==> src/rtl/cnt_pkg.sv <==
// Shared constants and types for the signed 10-bit event counter family.
// Used by the counter, its checker and the BCD display converter.
//   CNT_W / BCD_W       : counter sample width and packed 3-digit BCD width
//   CNT_MIN / CNT_MAX   : legal counter window (inclusive, signed)
//   CNT_INV             : forbidden counter value
//   CNT_RST             : counter reset value
//   conv_state_t        : state encoding of the BCD converter FSM
package cnt_pkg;

    localparam int CNT_W   = 10;
    localparam int BCD_W   = 12;

    localparam int CNT_MIN = -230;
    localparam int CNT_MAX = 235;
    localparam int CNT_INV = -11;
    localparam int CNT_RST = -50;

    typedef enum logic [1:0] {
        IDLE,
        SHIFT,
        DONE
    } conv_state_t;

endpackage

==> src/rtl/cnt_bcd_converter_if.sv <==
// Handshake bundle between the counter sample producer, the BCD converter
// and the display/logging consumer.
//   in_valid / in_ready  : sample handshake (producer -> converter)
//   cnt                  : signed counter sample
//   out_valid / out_ready: result handshake (converter -> consumer)
//   sign, bcd, range_err : conversion result
// modport slave  : the converter side
// modport master : the environment (producer + consumer) side
interface cnt_bcd_converter_if;
    import cnt_pkg::*;

    logic                    in_valid;
    logic                    in_ready;
    logic signed [CNT_W-1:0] cnt;
    logic                    out_valid;
    logic                    out_ready;
    logic                    sign;
    logic [BCD_W-1:0]        bcd;
    logic                    range_err;

    modport slave (
        input  in_valid,
        input  cnt,
        input  out_ready,
        output in_ready,
        output out_valid,
        output sign,
        output bcd,
        output range_err
    );

    modport master (
        output in_valid,
        output cnt,
        output out_ready,
        input  in_ready,
        input  out_valid,
        input  sign,
        input  bcd,
        input  range_err
    );

endinterface

==> src/rtl/cnt_bcd_converter_bcd_digit_adj.sv <==
// One double-dabble digit correction: a BCD digit of 5 or more gets +3 so
// that the following left shift carries correctly into the next digit.
//   d : current BCD digit
//   q : corrected digit (only meaningful for d <= 9)
module bcd_digit_adj (
    input  logic [3:0] d,
    output logic [3:0] q
);

    assign q = (d >= 4'd5) ? (d + 4'd3) : d;

endmodule

==> src/rtl/cnt_bcd_converter.sv <==
// Converts one signed counter sample at a time into sign + 3 packed BCD
// digits of its magnitude using a sequential double-dabble engine
// (one iteration per clock, 10 iterations per sample). Also flags samples
// outside [MIN, MAX] or equal to INV; flagged samples are still converted.
//   clk : clock, all state updates on posedge
//   rst : asynchronous active-low reset
//   bus : handshake bundle (slave side), see cnt_bcd_converter_if
// Parameters MIN / MAX / INV : legal window and forbidden value.
module cnt_bcd_converter
    import cnt_pkg::*;
#(
    parameter int MIN = CNT_MIN,
    parameter int MAX = CNT_MAX,
    parameter int INV = CNT_INV
) (
    input  logic               clk,
    input  logic               rst,
    cnt_bcd_converter_if.slave bus
);

    // Limits narrowed to the sample width so the compares stay signed 10-bit.
    localparam logic signed [CNT_W-1:0] MIN_V = MIN[CNT_W-1:0];
    localparam logic signed [CNT_W-1:0] MAX_V = MAX[CNT_W-1:0];
    localparam logic signed [CNT_W-1:0] INV_V = INV[CNT_W-1:0];

    conv_state_t            state;
    conv_state_t            next_state;
    logic [3:0]             iter;
    logic [CNT_W-1:0]       mag;
    logic [BCD_W-1:0]       scratch;
    logic                   sign_q;
    logic                   err_q;

    logic signed [CNT_W:0]  cnt_ext;
    logic [CNT_W:0]         mag_wide;
    logic                   cnt_err;
    logic [BCD_W-1:0]       adj;
    logic                   unused_bits;

    // Magnitude is formed one bit wider than the sample so that -512
    // negates to +512 without wrapping; the result then fits in 10 bits.
    assign cnt_ext  = {bus.cnt[CNT_W-1], bus.cnt};
    assign mag_wide = cnt_ext[CNT_W] ? CNT_W'(0) - cnt_ext : cnt_ext;

    assign cnt_err  = (bus.cnt < MIN_V) || (bus.cnt > MAX_V) || (bus.cnt == INV_V);

    // Per-digit add-3 correction applied before every shift.
    bcd_digit_adj u_adj_ones (
        .d (scratch[3:0]),
        .q (adj[3:0])
    );

    bcd_digit_adj u_adj_tens (
        .d (scratch[7:4]),
        .q (adj[7:4])
    );

    bcd_digit_adj u_adj_hundreds (
        .d (scratch[11:8]),
        .q (adj[11:8])
    );

    // The top magnitude bit is always zero after negation and the top BCD
    // bit is shifted out; neither carries information.
    assign unused_bits = ^{mag_wide[CNT_W], adj[BCD_W-1]};

    // State register.
    always_ff @(posedge clk or negedge rst) begin
        if (!rst) begin
            state <= IDLE;
        end else begin
            state <= next_state;
        end
    end

    // Next-state logic and the handshake outputs, which depend only on state.
    always_comb begin
        next_state    = state;
        bus.in_ready  = 1'b0;
        bus.out_valid = 1'b0;
        case (state)
            IDLE: begin
                bus.in_ready = 1'b1;
                if (bus.in_valid) begin
                    next_state = SHIFT;
                end
            end
            SHIFT: begin
                if (iter == 4'd9) begin
                    next_state = DONE;
                end
            end
            DONE: begin
                bus.out_valid = 1'b1;
                if (bus.out_ready) begin
                    next_state = IDLE;
                end
            end
            default: begin
                next_state = IDLE;
            end
        endcase
    end

    // Datapath: capture the sample on acceptance, then run one double-dabble
    // iteration per SHIFT cycle. In DONE everything holds so the result stays
    // stable under backpressure.
    always_ff @(posedge clk or negedge rst) begin
        if (!rst) begin
            mag     <= '0;
            scratch <= '0;
            sign_q  <= 1'b0;
            err_q   <= 1'b0;
            iter    <= 4'd0;
        end else begin
            case (state)
                IDLE: begin
                    if (bus.in_valid) begin
                        sign_q  <= bus.cnt[CNT_W-1];
                        mag     <= mag_wide[CNT_W-1:0];
                        err_q   <= cnt_err;
                        scratch <= '0;
                        iter    <= 4'd0;
                    end
                end
                SHIFT: begin
                    scratch <= {adj[BCD_W-2:0], mag[CNT_W-1]};
                    mag     <= {mag[CNT_W-2:0], 1'b0};
                    iter    <= iter + 4'd1;
                end
                default: begin
                end
            endcase
        end
    end

    assign bus.sign      = sign_q;
    assign bus.bcd       = scratch;
    assign bus.range_err = err_q;

endmodule

==> src/flat_wrapper.sv <==
// flat-port wrapper written by rule: the top's interface ports become plain ports
module cnt_bcd_converter_flat import cnt_pkg::*;
#(
    parameter int MIN = CNT_MIN,
    parameter int MAX = CNT_MAX,
    parameter int INV = CNT_INV
)
  (clk, rst, bus_in_valid, bus_cnt, bus_out_ready, bus_in_ready, bus_out_valid, bus_sign, bus_bcd, bus_range_err);
  cnt_bcd_converter_if bus_i ();
  input  logic clk;
  input  logic rst;
  input wire logic [$bits(bus_i.in_valid)-1:0] bus_in_valid;
  input wire logic [$bits(bus_i.cnt)-1:0] bus_cnt;
  input wire logic [$bits(bus_i.out_ready)-1:0] bus_out_ready;
  output wire logic [$bits(bus_i.in_ready)-1:0] bus_in_ready;
  output wire logic [$bits(bus_i.out_valid)-1:0] bus_out_valid;
  output wire logic [$bits(bus_i.sign)-1:0] bus_sign;
  output wire logic [$bits(bus_i.bcd)-1:0] bus_bcd;
  output wire logic [$bits(bus_i.range_err)-1:0] bus_range_err;
  assign bus_i.in_valid = bus_in_valid;
  assign bus_i.cnt = bus_cnt;
  assign bus_i.out_ready = bus_out_ready;
  assign bus_in_ready = bus_i.in_ready;
  assign bus_out_valid = bus_i.out_valid;
  assign bus_sign = bus_i.sign;
  assign bus_bcd = bus_i.bcd;
  assign bus_range_err = bus_i.range_err;
  cnt_bcd_converter #(.MIN(MIN), .MAX(MAX), .INV(INV)) u_core (.clk(clk), .rst(rst), .bus(bus_i));
endmodule
==> config.mk <==
export PLATFORM = sky130hd
export DESIGN_NAME = cnt_bcd_converter_flat
export DESIGN_NICKNAME = d
export VERILOG_FILES = /design/src/rtl/cnt_pkg.sv /design/src/rtl/cnt_bcd_converter_if.sv /design/src/rtl/cnt_bcd_converter_bcd_digit_adj.sv /design/src/rtl/cnt_bcd_converter.sv /design/src/flat_wrapper.sv
export SDC_FILE = /design/constraint.sdc
export NUM_CORES = 1
export LEC_CHECK = 0
export ABC_AREA = 1
export CORE_MARGIN = 2
export CORE_UTILIZATION = 62
export DETAILED_ROUTE_END_ITERATION = 7
export DONT_BUFFER_PORTS = 1
export GPL_ROUTABILITY_DRIVEN = 0
export HOLD_SLACK_MARGIN = 0.05
export PLACE_DENSITY = 0.76
export SYNTH_ARGS = -nofsm -noshare
export SYNTH_HDL_FRONTEND = slang
export SYNTH_SLANG_ARGS = --single-unit
==> constraint.sdc <==
create_clock -name clk -period 1.65 [get_ports clk]
set_clock_uncertainty 0.15 [all_clocks]
set_input_delay 0.33 -clock clk [delete_from_list [all_inputs] [get_ports clk]]
set_output_delay 0.33 -clock clk [all_outputs]
set_load 0.01 [all_outputs]
* Word level (Yosys, flattened, before mapping) *
Index checks and enable logic that the tools add are counted.

operators by class
  add/subtract/negate cells = 5
  $lt $le $gt $ge = 5
  equality and inequality tests = 7
  mux-type cells = 16
  reductions and logical operators = 7

operators by type and width
  cell                   number
  $pmux 12 s2            1
  $mux 10                2
  $pmux 10 s2            1
  $ge 4x3->1 const B     3
  $mux 12                1
  $mux 4                 3
  $eq 10x5->1 const B    1
  $gt 10x9->1 const B    1
  $lt 10x9->1 const B    1
  $sub 1x10->10 const A  1
  $add 4x2->4 const B    2
  $pmux 4 s2             1
  $mux 2                 3
  $pmux 2 s3             1
  $add 4x1->4 const B    1
  $eq 4x4->1 const B     1
  $ne 2x2->1 const B     2
  $reduce_and 2->1       2
  $add 3x2->3 const B    1
  $mux 3                 1
  $reduce_and 3->1       1
  $eq 2x1->1 const B     1
  $eq 2x2->1 const B     1
  $logic_not 2->1        1
  other kinds (4)        6

word-level totals
  register bits = 30
  logic and storage cells = 46

* Logic depth before layout (Yosys ltp) *
Gate-level depths: netlist of the first run.

  word-level depth = 4
  depth in mapped cells = 9
  gate-level depth less buffers = 9

* Modules after synthesis *
From an unflattened synthesis of the first run, not the netlist that was laid out.

second synthesis, totals
  cells, all modules = 233
  area total of the unflattened synthesis = 1920.6 um2

by module, submodules not included
  module             times used  cells each  area an instance (um2)
  cnt_bcd_converter  1           164         1515.2
  bcd_digit_adj      3           23          135.1

* Worst setup path after synthesis of the first run *
Ideal clock, no wire load.

  path kind = register to register
  start = reg u_core.state[0]
  end = reg u_core.mag[7]
  setup time = 0.121 ns
  arrival = 1.179 ns
  slack = 0.200 ns
  cell stages (with the launch flop) = 8
  path through = dfrtp_1 > nor2_2 > nand2_4 > inv_4 > nor2_4 > buf_6 > a22oi_1 > nand2_1

between the ends
  longest elaborated chain between the ends = 3
  elaborated cells between the ends (all ways) = 6

ends and longest elaborated chain
  what                                                              RTL line                  text
  from (decl)                                                       cnt_bcd_converter.sv:26   conv_state_t state;
  from (signal assigned)                                            cnt_bcd_converter.sv:72   state <= next_state;
  $eq 2x1->1 or $logic_not 2->1 (tied branches)                     cnt_bcd_converter.sv:116  case (state)
  $reduce_bool 2->1 (no source line) or $ne 2x2->1 (tied branches)  n/a
  $reduce_and 2->1 (no source line)                                 n/a
  to (signal assigned)                                              cnt_bcd_converter.sv:120  mag <= mag_wide[CNT_W-1:0];
  to (signal assigned)                                              cnt_bcd_converter.sv:128  mag <= {mag[CNT_W-2:0], 1'b0};
  to (decl)                                                         cnt_bcd_converter.sv:29   logic [CNT_W-1:0] mag;

Several ways; a longest one is shown, not always the timed one.
A chain may end at the register's enable or synchronous reset.

* Worst setup path after layout of the first run *
  start = in bus_in_valid
  end = reg u_core.scratch[2] (netlist: u_core.bus.bcd[2])

between the ends
  longest elaborated chain between the ends = 2

ends and longest elaborated chain
  what                               RTL line                  text
  from (decl)                        flat_wrapper.sv:12        input wire logic [$bits(bus_i.in_valid)-1:0] bus_in_valid;
  $ne 2x2->1 (no source line)        n/a
  $reduce_and 2->1 (no source line)  n/a
  to (signal assigned)               cnt_bcd_converter.sv:127  scratch <= {adj[BCD_W-2:0], mag[CNT_W-1]};
  to (decl)                          cnt_bcd_converter.sv:30   logic [BCD_W-1:0] scratch;

Every way passes these cells.

==> results of run 1 <==
layout make-up:
class                      count  area [um^2]  share of cell area
timing repair buffer          18          170              0.0833
clock inverter                 1         5.00             0.00245
clock buffer                   7         55.1              0.0270
multi-input combinational    168          891               0.436
inverter                      34          130              0.0637
sequential                    30          752               0.368
tap                           31         38.8              0.0190
worst paths after layout:
path / endpoint / slack [ns] / cells after the start
max: u_core.bus.bcd[2]$_DFFE_PN0P_ / 0.05 / 6
max reg2reg: u_core.mag[3]$_DFFE_PN0P_ / 0.10 / 7
min reg2reg: u_core.mag[5]$_DFFE_PN0P_ / 0.36 / 2
max in group asynchronous: u_core.bus.bcd[8]$_DFFE_PN0P_ / 0.89 / 2
min in group asynchronous: u_core.bus.range_err$_DFFE_PN0P_ / 0.29 / 2
min: u_core.mag[8]$_DFFE_PN0P_ / 0.06 / 3
power groups by stage:
stage	clock network, W	logic [W]	registers (W)
final	0.000469	0.00176	0.00141
after global routing	0.000519	0.00203	0.00146
after CTS	0.000485	0.00166	0.00141
after detailed placement	0	0.00162	0.00142
after global placement	0	0.00154	0.00141
after floorplan	0	0.00133	0.00137
state kept, by name (all words and copies together) (netlist names):
name                  count
u_core.bus.bcd           12
u_core.bus.range_err      1
u_core.bus.sign           1
u_core.iter               4
u_core.mag               10
u_core.state              2
worst min-delay path, stage by stage:
cell and delay (ns):
nand3_1 0.05, nand3_1 0.08, nand2_1 0.04
stage by stage:
stage	setup slack [ns]	hold slack (ns)	cells	area [um^2]
5_1_grt	-0.00851	0.0524	289	2040
4_1_cts	0.0235	0.0504	286	2000
6_report	0.0524	0.0593	289	2040
3_3_place_gp	0.139	-0.115	268	1830
3_5_place_dp	0.111	-0.115	268	1830
2_1_floorplan	0.200	-0.116	237	1800
layout by cell type, fill, tap and decap left out:
master         count
a21boi_0           1
a21oi_1            1
a22oi_1            5
buf_12             1
buf_4              8
clkbuf_1           1
clkbuf_4           5
clkbuf_8           1
clkinv_2           1
dfrtp_1           29
dfrtp_2            1
dlygate4sd3_1      9
ha_1              10
inv_1             30
inv_2              3
inv_4              1
nand2_1           64
nand2_2            1
nand2_4            1
nand3_1           23
nand3b_1           2
nor2_1            14
nor2_2             5
nor2_4             2
nor3_1             2
o21ai_0           21
o21ai_1            5
o221ai_1           1
o22ai_1            6
xor2_1             4
logic make-up after synthesis:
group / count (synthesis) / share of synthesized area
fa+ha+maj: 10 / 0.0696
buf+inv: 39 / 0.0967
compound gates: 40 / 0.126
xor+xnor: 4 / 0.0195
flops: 30 / 0.418
simple gates: 114 / 0.271
timing repair:
item	CTS	global route
hold endpoints to repair	38	0
gates resized for setup	0	8
buffers inserted	0	3
endpoints found under the setup margin	0	10
hold buffers	10	0
layer usage:
layer	vias to the layer above	GRT usage	part of all wire
li1	799	-	-
met1	750	0.316	0.43
met2	54	0.412	0.50
met3	6	0.0781	0.054
met4	0	0.0930	0.015
met5	-	0	0
==> reports/results.txt, run 1 <==
Result of the run -> completed
Worst-case clock buffer depth -> 2
Power per standard cell area -> 1790 mW/mm^2
Number of synthesized register bits -> 30
Maximum number of pins on one net before global-route repair -> 31
Number of synthesized flops with an enable pin -> 0
Setup Total Neg Slack -> 0 ns
Required time reported for the critical path endpoint -> 1.75 ns
Kind of capture point of the worst setup path -> flop
Critical path buffer and inverter count -> 3
Tightest Hold Check Type -> in2reg
Vias -> 1609
TritonCTS buffer count -> 5
Antenna violations before repair -> 0
Share of cells above drive strength 1 -> 0.116
Clock Sinks -> 30
# Max-Cap Violations -> 0
Max stage delay cell, worst path -> dlygate4sd3_1
Internal power contribution -> 0.00200 W
Total nets after synthesis -> 261
Overflow left after global routing -> 0
Vias in the first global route -> 1528
Clk Tree Root Cell -> clkbuf_4
Area growth from synthesis to final layout -> 13.6%
Sum of net half-perimeters after detailed placement -> 2660 um
Clk pin slew, worst setup/hold paths -> 0.09 ns
Max stage delay on crit path -> 0.58 ns
First-iteration detailed-routing DRC count -> 82
Critical Path Start -> bus_in_valid
Sw Share -> 0.451
Final period demand of the worst path -> 1.60 ns
Share of synthesized area occupied by flip-flops and latches -> 0.418
Total of buffers placed on input and output ports -> 0
Die Area -> 0.00335 mm^2
Worst slew margin relative to its limit -> 0.822
Max Clock Freq -> 0.626 GHz
Floorplan die height -> 57.9 um
Global-route wire length before repair -> 6400 um
Final count of hold timing violations -> 0
Share of power burned in the clock network -> 0.129
Power spent charging and discharging nets -> 0.00164 W
DR vias/cell -> 5.57
Final Routed Wirelength -> 3830 um
Fillcell total -> 219
Final number of setup-violating endpoints -> 0
Number of design rule violations left after detail routing -> 0
Worst Tran Pin Value -> 0.267 ns
Maximum fanout encountered on the critical timing path -> 14
Sequential Power Share -> 0.387
CP top delay family -> buffers and inverters
Floorplan core area -> 0.00276 mm^2
Main synth FF type -> dfrtp_1
Area of the mapped netlist -> 0.00180 mm^2
Final slew viol count -> 0
Most common library cells after synthesis -> 64 x nand2_1, 31 x inv_1, 30 x dfrtp_1
Synth top area cells -> dfrtp_1 42%, nand2_1 13%, ha_1 7.0%
Placement row count -> 19
Number of inserted diodes -> 0
Average wire length per cell after detail routing -> 13.2 um
Starting density of the core -> 0.652
P_leak -> 1.04 nW
Avg Cell Area, Syn -> 7.59 um^2
Clock tree from TritonCTS -> built
Leading cell type by number of instances after synthesis -> nand2_1
List of cells traversed by the critical path -> dlygate4sd3_1 -> nand2_4 -> inv_4 -> nor2_4 -> inv_2 -> o21ai_0
Detailed-router iteration count before antenna repair -> 4
Critical path class -> in2reg
Worst EP arrival -> 1.70 ns
Die width -> 57.9 um
Area share of the largest cell type after synthesis -> 0.418
Startpoint of the lowest-slack register-to-register path -> u_core.state[0]$_DFFE_PN0P_
Util after Layout -> 0.740
Final total power -> 0.00364 W
Share of synthesized registers carrying an async set or reset -> 1.00
Number of standard cells after synthesis -> 237
Launch point of the worst hold path -> bus_cnt[8]
Startpoint types -> input pin
Logic pwr share -> 0.484
Maximum VDD drop -> 0.00166 V
I/O pin count -> 30
All-Layer GR Usage -> 0.252
Count of unique library cells instantiated by Yosys -> 24
Source-to-sink clock delay at the later pin of the worst-skew pair -> 0.33 ns
Post-route fraction of the period consumed by the critical path -> 0.968
Max H-tree Level -> 2
Antenna-violating nets left -> 0
Cell type contributing the most total cell area after synthesis -> dfrtp_1
Number of nets in the layout -> 281
Yosys synthesis warning count -> 0
Note: power is estimated with default switching activity, not from simulation.
==> inputs of run 2 (changes only) <==
--- a/config.mk
+++ b/config.mk
@@ -15,2 +15,4 @@
 export PLACE_DENSITY = 0.76
+export SETUP_SLACK_MARGIN = 0.4
+export SLEW_MARGIN = 20
 export SYNTH_ARGS = -nofsm -noshare
--- a/constraint.sdc
+++ b/constraint.sdc
@@ -4,2 +4,2 @@
 set_output_delay 0.33 -clock clk [all_outputs]
-set_load 0.01 [all_outputs]
+set_load 0.02 [all_outputs]
==> run 2 against run 1 <==
Critical path depth increased by 3; die area unchanged; final area increased by 17%; clock power about the same; wire length increased by 30%; combinational power increased by 60%; sequential power increased by 20%; flip-flop and latch count unchanged; register-to-register slack got worse by 0.07 ns; core utilization increased by 12 points.
==> reports/results.txt, run 2 (synthesized netlist as in run 1, its figures left out) <==
Die Area -> 0.00335 mm^2
Max H-tree Level -> 2
RSZ-0062 raised after global routing -> true
Area growth from synthesis to final layout -> 32.6%
First-iteration detailed-routing DRC count -> 115
I/O pin count -> 30
Worst-case clock buffer depth -> 2
Worst Tran Pin Value -> 0.242 ns
Die width -> 57.9 um
Clk Tree Root Cell -> clkbuf_4
Share of cells above drive strength 1 -> 0.343
Critical path buffer and inverter count -> 1
Maximum number of pins on one net before global-route repair -> 31
Most common cell after layout, fill and taps aside -> nand2_1
Antenna-violating nets left -> 0
Antenna violations before repair -> 0
DR vias/cell -> 5.94
CP top delay family -> flip-flops
Number of nets in the layout -> 288
Sum of net half-perimeters after detailed placement -> 2840 um
Max stage delay on crit path -> 0.47 ns
Number of flip-flops in the largest register -> 12
Total of buffers placed on input and output ports -> 0
Critical path class -> reg2reg
Power per standard cell area -> 2080 mW/mm^2
Final number of setup-violating endpoints -> 0
Clk pin slew, worst setup/hold paths -> 0.09 ns
Final count of hold timing violations -> 0
# Max-Cap Violations -> 0
Max Clock Freq -> 0.616 GHz
Final slew viol count -> 0
Result of the run -> completed
Source-to-sink clock delay at the later pin of the worst-skew pair -> 0.34 ns
Vias -> 1757
Setup Total Neg Slack -> 0 ns
Maximum VDD drop -> 0.00213 V
Worst slew margin relative to its limit -> 0.838
All-Layer GR Usage -> 0.305
Max stage delay cell, worst path -> dfrtp_2
Post-route fraction of the period consumed by the critical path -> 0.984
P_leak -> 1.10 nW
Maximum fanout encountered on the critical timing path -> 3
Worst EP arrival -> 1.72 ns
Floorplan die height -> 57.9 um
Final period demand of the worst path -> 1.62 ns
Clock tree from TritonCTS -> built
Final Routed Wirelength -> 4960 um
Floorplan core area -> 0.00276 mm^2
Number of design rule violations left after detail routing -> 0
Detailed-router iteration count before antenna repair -> 4
Startpoint types -> flop
Kind of capture point of the worst setup path -> flop
Starting density of the core -> 0.652
Global-route wire length before repair -> 7710 um
Placement row count -> 19
Average wire length per cell after detail routing -> 16.8 um
Util after Layout -> 0.864
TritonCTS buffer count -> 5
Vias in the first global route -> 1711
List of cells traversed by the critical path -> inv_4 -> ha_4 -> nand2_2 -> nand2_2 -> nor2_4 -> nand2_1 -> o21ai_1 -> nand2_1 -> o21ai_1
Number of inserted diodes -> 0
Overflow left after global routing -> 0
Tightest Hold Check Type -> in2reg
Commonest cells after routing, fill and taps aside -> 56 x nand2_1, 22 x inv_1, 22 x nand3_1
Required time reported for the critical path endpoint -> 1.75 ns
Clock Sinks -> 30
==> run 2: cell count changes in the layout (fill, tap and decap cells not counted), sizes merged <==
cell,before,now
dlygate4sd3,9,6
buf,9,17
inv,34,35
clkbuf,7,8
==> run 2: path summary, 6_finish.rpt <==
| path | start | endpoint | slack [ns] | depth (start not counted) |
|---|---|---|---|---|
| setup / recovery | u_core.bus.bcd[9]$_DFFE_PN0P_ | u_core.bus.bcd[10]$_DFFE_PN0P_ | 0.03 | 9 |
| hold / removal | bus_cnt[9] | u_core.mag[5]$_DFFE_PN0P_ | 0.07 | 3 |
| setup reg to reg | u_core.bus.bcd[9]$_DFFE_PN0P_ | u_core.bus.bcd[10]$_DFFE_PN0P_ | 0.03 | 9 |
| hold reg to reg | u_core.mag[5]$_DFFE_PN0P_ | u_core.mag[5]$_DFFE_PN0P_ | 0.37 | 2 |
| max in group asynchronous | rst | u_core.bus.bcd[0]$_DFFE_PN0P_ | 0.89 | 2 |
| min in group asynchronous | rst | u_core.state[1]$_DFFE_PN0P_ | 0.27 | 2 |
==> run 2: timing repair <==
| item | in CTS | in global routing |
|---|---|---|
| hold buffers | 7 | 0 |
| setup endpoints to repair | 44 | 45 |
| buffers inserted | 13 | 0 |
| gates resized for setup | 55 | 14 |
| pin swaps | 10 | 9 |
| hold endpoints to repair | 35 | 0 |
| gates cloned | 1 | 1 |
==> run 2: tightest hold or removal path: cells and delay by family <==
kind | cells | cell delay, ns
and+or+nand+nor | 3 | 0.19
==> run 2: metrics by stage <==
stage,area (um^2),total power [W],instances,setup WS [ns],hold slack [ns]
after detailed placement,1900,0.00341,266,0.0633,-0.115
after global routing,2380,0.00524,296,0.0409,0.0708
after global placement,1900,0.00330,266,0.155,-0.115
after floorplan,1890,0.00305,237,0.251,-0.116
final,2380,0.00497,296,0.0263,0.0677
after CTS,2300,0.00456,295,0.147,0.0658
==> run 2: layout make-up <==
| cell class | count | area, um^2 |
|---|---|---|
| Multi-Input combinational cell | 168 | 1090 |
| Sequential cell | 30 | 769 |
| Fill cell | 141 | 374 |
| Timing Repair Buffer | 24 | 260 |
| Inverter | 34 | 153 |
| Clock buffer | 7 | 55.1 |
| Tap cell | 31 | 38.8 |
| Timing Repair inverter | 1 | 8.76 |
| Clock inverter | 1 | 5.00 |
==> run 2: per-layer routing <==
layer	GRT usage	routed length [um]	vias to the layer above
met5	0	0	-
met4	0.133	112	0
met3	0.0826	387	13
met2	0.494	2440	88
met1	0.384	2020	833
li1	-	-	823
==> run 2: report_power, final <==
group          internal, W  total (W)  switching [W]  leakage, nW
Sequential         0.00112    0.00169       0.000575        0.355
Combinational      0.00123    0.00281        0.00158        0.711
Clock             0.000206   0.000466       0.000260       0.0353
Total              0.00255    0.00497        0.00242         1.10
